==> src/rtl/vga_pkg.sv <==
// Shared 640x480@60 timing constants and a small window-decode helper
// used by the VGA sync counter and the display top level.
package vga_pkg;
   localparam int CW       = 10;
   localparam int H_ACTIVE = 640;
   localparam int H_FP     = 16;
   localparam int H_SYNC   = 96;
   localparam int H_BP     = 48;
   localparam int V_ACTIVE = 480;
   localparam int V_FP     = 10;
   localparam int V_SYNC   = 2;
   localparam int V_BP     = 33;
   localparam int BORDER   = 10;

   localparam int H_TOTAL      = H_ACTIVE + H_FP + H_SYNC + H_BP;
   localparam int V_TOTAL      = V_ACTIVE + V_FP + V_SYNC + V_BP;
   localparam int H_SYNC_START = H_ACTIVE + H_FP;
   localparam int H_SYNC_END   = H_SYNC_START + H_SYNC - 1;
   localparam int V_SYNC_START = V_ACTIVE + V_FP;
   localparam int V_SYNC_END   = V_SYNC_START + V_SYNC - 1;

   typedef logic [CW-1:0] count_t;

   // Inclusive window test on an unsigned counter value.
   function automatic logic in_window(input count_t value, input count_t lo, input count_t hi);
      return (value >= lo) && (value <= hi);
   endfunction
endpackage

==> src/rtl/vga_sync_counter.sv <==
// Horizontal/vertical pixel counters with zero-latency hsync, vsync and
// active-area decode; outputs held inactive while reset is low.
module vga_sync_counter #(
   parameter int H_ACTIVE = vga_pkg::H_ACTIVE,
   parameter int H_FP     = vga_pkg::H_FP,
   parameter int H_SYNC   = vga_pkg::H_SYNC,
   parameter int H_BP     = vga_pkg::H_BP,
   parameter int V_ACTIVE = vga_pkg::V_ACTIVE,
   parameter int V_FP     = vga_pkg::V_FP,
   parameter int V_SYNC   = vga_pkg::V_SYNC,
   parameter int V_BP     = vga_pkg::V_BP
) (
   input  logic                   clk,
   input  logic                   reset,
   output logic                   hsync,
   output logic                   vsync,
   output logic                   active,
   output logic [vga_pkg::CW-1:0] hcounter,
   output logic [vga_pkg::CW-1:0] vcounter
);
   import vga_pkg::*;

   localparam int H_TOTAL_L = H_ACTIVE + H_FP + H_SYNC + H_BP;
   localparam int V_TOTAL_L = V_ACTIVE + V_FP + V_SYNC + V_BP;
   localparam int HS_START  = H_ACTIVE + H_FP;
   localparam int HS_END    = HS_START + H_SYNC - 1;
   localparam int VS_START  = V_ACTIVE + V_FP;
   localparam int VS_END    = VS_START + V_SYNC - 1;

   always_ff @(posedge clk) begin
      if (!reset) begin
         hcounter <= '0;
         vcounter <= '0;
      end else if (hcounter == CW'(H_TOTAL_L - 1)) begin
         hcounter <= '0;
         vcounter <= (vcounter == CW'(V_TOTAL_L - 1)) ? '0 : vcounter + CW'(1);
      end else begin
         hcounter <= hcounter + CW'(1);
      end
   end

   always_comb begin
      hsync  = 1'b1;
      vsync  = 1'b1;
      active = 1'b0;
      if (reset) begin
         hsync  = !in_window(hcounter, CW'(HS_START), CW'(HS_END));
         vsync  = !in_window(vcounter, CW'(VS_START), CW'(VS_END));
         active = (hcounter < CW'(H_ACTIVE)) && (vcounter < CW'(V_ACTIVE));
      end
   end
endmodule

==> src/rtl/vga_display.sv <==
// 640x480 VGA display: sync timing plus a white border framing an
// 8-pixel repeating pattern serialised MSB-first from `pixels`.
module vga_display #(
   parameter int H_ACTIVE = vga_pkg::H_ACTIVE,
   parameter int H_FP     = vga_pkg::H_FP,
   parameter int H_SYNC   = vga_pkg::H_SYNC,
   parameter int H_BP     = vga_pkg::H_BP,
   parameter int V_ACTIVE = vga_pkg::V_ACTIVE,
   parameter int V_FP     = vga_pkg::V_FP,
   parameter int V_SYNC   = vga_pkg::V_SYNC,
   parameter int V_BP     = vga_pkg::V_BP,
   parameter int BORDER   = vga_pkg::BORDER
) (
   input  logic                   clk,
   input  logic                   reset,
   input  logic [7:0]             pixels,
   output logic                   hsync,
   output logic                   vsync,
   output logic                   video,
   output logic                   active,
   output logic [vga_pkg::CW-1:0] hcounter,
   output logic [vga_pkg::CW-1:0] vcounter
);
   import vga_pkg::*;

   logic border;

   vga_sync_counter #(
      .H_ACTIVE(H_ACTIVE), .H_FP(H_FP), .H_SYNC(H_SYNC), .H_BP(H_BP),
      .V_ACTIVE(V_ACTIVE), .V_FP(V_FP), .V_SYNC(V_SYNC), .V_BP(V_BP)
   ) u_sync (
      .clk      (clk),
      .reset    (reset),
      .hsync    (hsync),
      .vsync    (vsync),
      .active   (active),
      .hcounter (hcounter),
      .vcounter (vcounter)
   );

   always_comb begin
      border = (hcounter < CW'(BORDER)) || (hcounter >= CW'(H_ACTIVE - BORDER)) ||
               (vcounter < CW'(BORDER)) || (vcounter >= CW'(V_ACTIVE - BORDER));
      // Column bits [2:0] select pixels[7 - col], i.e. the bitwise inverse.
      video  = active && (border || pixels[~hcounter[2:0]]);
   end
endmodule

==> config.mk <==
export PLATFORM = sky130hd
export DESIGN_NAME = vga_display
export DESIGN_NICKNAME = d
export VERILOG_FILES = /design/src/rtl/vga_pkg.sv /design/src/rtl/vga_sync_counter.sv /design/src/rtl/vga_display.sv
export SDC_FILE = /design/constraint.sdc
export NUM_CORES = 1
export LEC_CHECK = 0
export CAP_MARGIN = 25
export CORE_UTILIZATION = 45
export DETAILED_ROUTE_END_ITERATION = 12
export PLACE_DENSITY_LB_ADDON = 0.25
export REMOVE_ABC_BUFFERS = 1
export SLEW_MARGIN = 40
export SYNTH_ARGS = -nofsm -noshare
export SYNTH_HDL_FRONTEND = slang
export SYNTH_SLANG_ARGS = --single-unit
==> constraint.sdc <==
create_clock -name clk -period 6.3 [get_ports clk]
set_clock_uncertainty 0.15 [all_clocks]
set_input_delay 1.89 -clock clk [delete_from_list [all_inputs] [get_ports clk]]
set_output_delay 1.89 -clock clk [all_outputs]
set_load 0.02 [all_outputs]
==> flow_summary.toml <==
[detailed_routing]
drc = 0
firstDrtPassIters = 4
wl_um = 2670
drt.antenna.violating_nets = 0
vias_per_cell = 5.83
wl_per_cell_um = 13.8
drt_iter0_drc = 43
num_vias = 1131

[critical_path]
path_depth = 6
regToRegSetupSlack_ns = 3.87
critPathMaxStageDelay_ns = 0.54
ff2ff_path_depth = 5
worstPathArrival_ns = 3.73
crit_start = "pixels[7]"
reg2reg_to = "u_sync.vcounter[7]"
start_kind = "input port"
cp.required_ns = 4.26
cp_top_family = "buffers and inverters"
critical_path_class = "in -> out"
crit_slowest_cell = "clkdlybuf4s50_1"
path_buf_inv = 2
cp-endpoint = "video"
crit_fanout = 1
critPathMostFrequentCell = "clkdlybuf4s50_1"
regToRegStartpoint = "u_sync.hcounter[1]"
worst_setup_path_end_kind = "primary output"
crit_chain = "clkdlybuf4s50_1 -> mux4_2 -> mux2_2 -> a21oi_1 -> a21boi_0 -> clkdlybuf4s50_1"

[place]
place_inst = 190
gp_congestion = 0.849
preCtsSetupSlack_ns = 0.528
hpwlAfterDp_um = 1990
dpl_cell_area_mm2 = 0.00149
portBuffers = 33

[floorplanning]
core-area_mm2 = 0.00232
die_x_um = 52.6
initial_core_util = 0.496
die_h_um = 52.6
io_pins = 34
rows = 17
dieArea_mm2 = 0.00276

[sta]
whs_ns = 0.383
maxClockFrequency_ghz = 0.173
slew_violations = 0
setup_slack_ns = 0.530
hold_violations = 0
tightest_slew_ns = 0.387
finalSetupTns_ns = 0
rsz0062_at_grt = "no"
period_needed_ns = 5.77
relSlewSlack = 0.742
setup-violations-final = 0
period_share = 0.916

[synth]
synth_xor_area_frac = 0.0914
muxShareOfSynthArea = 0.0490
synth_simple_gate_area_share = 0.321
synth_top_family_by_area = "simple AND/OR/NAND/NOR gates"
ys_seq_area_frac = 0.348
synth.ff_latch_count = 20
netlist_area_mm2 = 0.00115
avgSynthCellArea_um2 = 8.52
synth_cells = 135
synth-compound-area-share = 0.119
yosysWarnings = 0
synth.distinct_cells = 33
synth-adder-area-share = 0.0326

[pwr]
p_seq_frac = 0.505
powerDensity_mw_per_mm2 = 169
p_total_mw = 0.261
swShare = 0.207
comb_power_share = 0.090
power.switching_mw = 0.0540
max-vdd-ir-drop_mv = 0.179
clkPwrFrac = 0.406
p_int_mw = 0.207
p_leak_nw = 0.551

[final_layout]
area_growth_pct = 34.4
final_cells = 194
n_fill_cell = 202
final_net_count = 180
drive_gt1_frac = 0.0783
final_core_util = 0.666
diodes = 0
fin_area_mm2 = 0.00155

[worst_hold_path]
hp-class = "reg -> reg"

[clock_network]
cts_num_sinks = 20
cts_root_buf = "clkbuf_4"
clockBufferDepth = 2
cts-buffers-inserted = 3
clk_pin_slew_ns = 0.11
cts.htree.levels = 1
cts_setup_buffers = 0
worst_skew_pair.late_latency_ns = 0.31
cts_tree = "done"
cts_hold_buf = 0
ctsResizeCount = 0

[global_routing]
grt_start_max_net_pins = 15
antenna_found_initial = 0
grt_use_total = 0.221
grt_pass1_vias = 1028
grt-ovfl-total = 0
grt_pass1_wl_um = 4530

[job]
maxCapViolations = 0

[run_status]
status = "finished, final reports clean"
## synth_stat cells
cell type | count | share of area
a21boi_0 | 2 | 0.013
a21o_1 | 3 | 0.020
a21oi_1 | 7 | 0.030
and2_1 | 2 | 0.011
and3_1 | 4 | 0.022
and4_1 | 1 | 0.0076
and4b_1 | 2 | 0.017
buf_4 | 1 | 0.0065
clkbuf_1 | 6 | 0.020
dfxtp_1 | 20 | 0.35
ha_1 | 3 | 0.033
inv_1 | 4 | 0.013
mux2_2 | 1 | 0.0098
mux4_2 | 2 | 0.039
nand2_1 | 8 | 0.026
nand3_1 | 11 | 0.048
nand3b_1 | 1 | 0.0065
nand4_1 | 3 | 0.016
nand4b_1 | 2 | 0.015
nor2_1 | 13 | 0.042
nor3_1 | 1 | 0.0043
nor4_1 | 5 | 0.027
o21ai_0 | 5 | 0.022
o21ai_2 | 1 | 0.0076
o31ai_1 | 4 | 0.026
or2_2 | 1 | 0.0054
or3_1 | 3 | 0.016
or3_4 | 1 | 0.0098
or3b_2 | 1 | 0.0076
or4_1 | 4 | 0.026
or4b_4 | 1 | 0.012
xnor2_1 | 5 | 0.038
xor2_1 | 7 | 0.053
## cell usage in the layout (no fill, tap or decap)
master	n
or4_1	4
or4b_4	1
and4_1	1
dfxtp_1	20
nand3_1	11
o21ai_0	5
and2_1	2
xor2_1	7
clkbuf_4	3
o31ai_1	4
and4b_1	2
o21ai_2	1
clkdlybuf4s50_1	33
nor4_1	5
nand4_1	3
a21o_1	3
buf_4	1
a21boi_0	2
xnor2_1	5
nand3b_1	1
nor2_1	13
or3_1	3
nand4b_1	2
mux4_2	2
nor3_1	1
bufinv_16	1
or3b_2	1
nand2_1	8
and3_1	4
or2_2	1
inv_1	4
or3_4	1
mux2_2	1
a21oi_1	7
ha_1	3
## power by group through the flow
stage / registers [mW] / logic (mW) / clock network (mW)
2_1_floorplan: 0.136 / 0.00916 / 0
3_3_place_gp: 0.134 / 0.0231 / 0
3_5_place_dp: 0.134 / 0.0234 / 0
4_1_cts: 0.132 / 0.0235 / 0.109
5_1_grt: 0.132 / 0.0249 / 0.114
6_report: 0.132 / 0.0234 / 0.106
## sequential cells by signal, indices dropped and copies added, names as in the netlist
name,cells
u_sync.hcounter,10
u_sync.vcounter,10
## worst reg2reg max path, cell delays in order (launching register included)
cell     delay (ns)
dfxtp_1        0.50
ha_1           0.26
nand3_1        0.23
or3_4          0.53
or4_1          0.53
a21oi_1        0.16
## cell families after synthesis
family / count (synthesis)
buf+inv: 11
xor+xnor: 12
compound gates: 22
fa+ha+maj: 3
simple gates: 64
flops: 20
mux: 3
## layer usage
metal	routed length, um	global-route usage	share of wire	up-vias
li1	-	-	-	556
met3	130	0.0290	0.049	4
met2	1240	0.359	0.46	39
met4	31	0.0833	0.012	0
met5	0	0	0	-
met1	1270	0.294	0.48	532
## area by class of cell
type,count,area (um2),area share
clock inverters,1,30.0,0.0194
repair buffers,34,338,0.219
well taps,28,35.0,0.0227
flip-flops and latches,20,400,0.259
multi-input cells,104,704,0.456
inverters,4,15.0,0.00972
clock buffers,3,22.5,0.0146
## worst min path at each step
stage                       start                  to  slack (ns)  cells after the start
2_1_floorplan  u_sync.hcounter[0]  u_sync.hcounter[0]        0.42                      1
3_3_place_gp   u_sync.vcounter[8]  u_sync.vcounter[8]        0.35                      2
3_5_place_dp   u_sync.vcounter[8]  u_sync.vcounter[8]        0.37                      2
4_1_cts        u_sync.vcounter[8]  u_sync.vcounter[8]        0.39                      2
5_1_grt        u_sync.vcounter[8]  u_sync.vcounter[8]        0.43                      2
6_report       u_sync.vcounter[8]  u_sync.vcounter[8]        0.38                      2
Note: power is estimated with default switching activity, not from simulation.
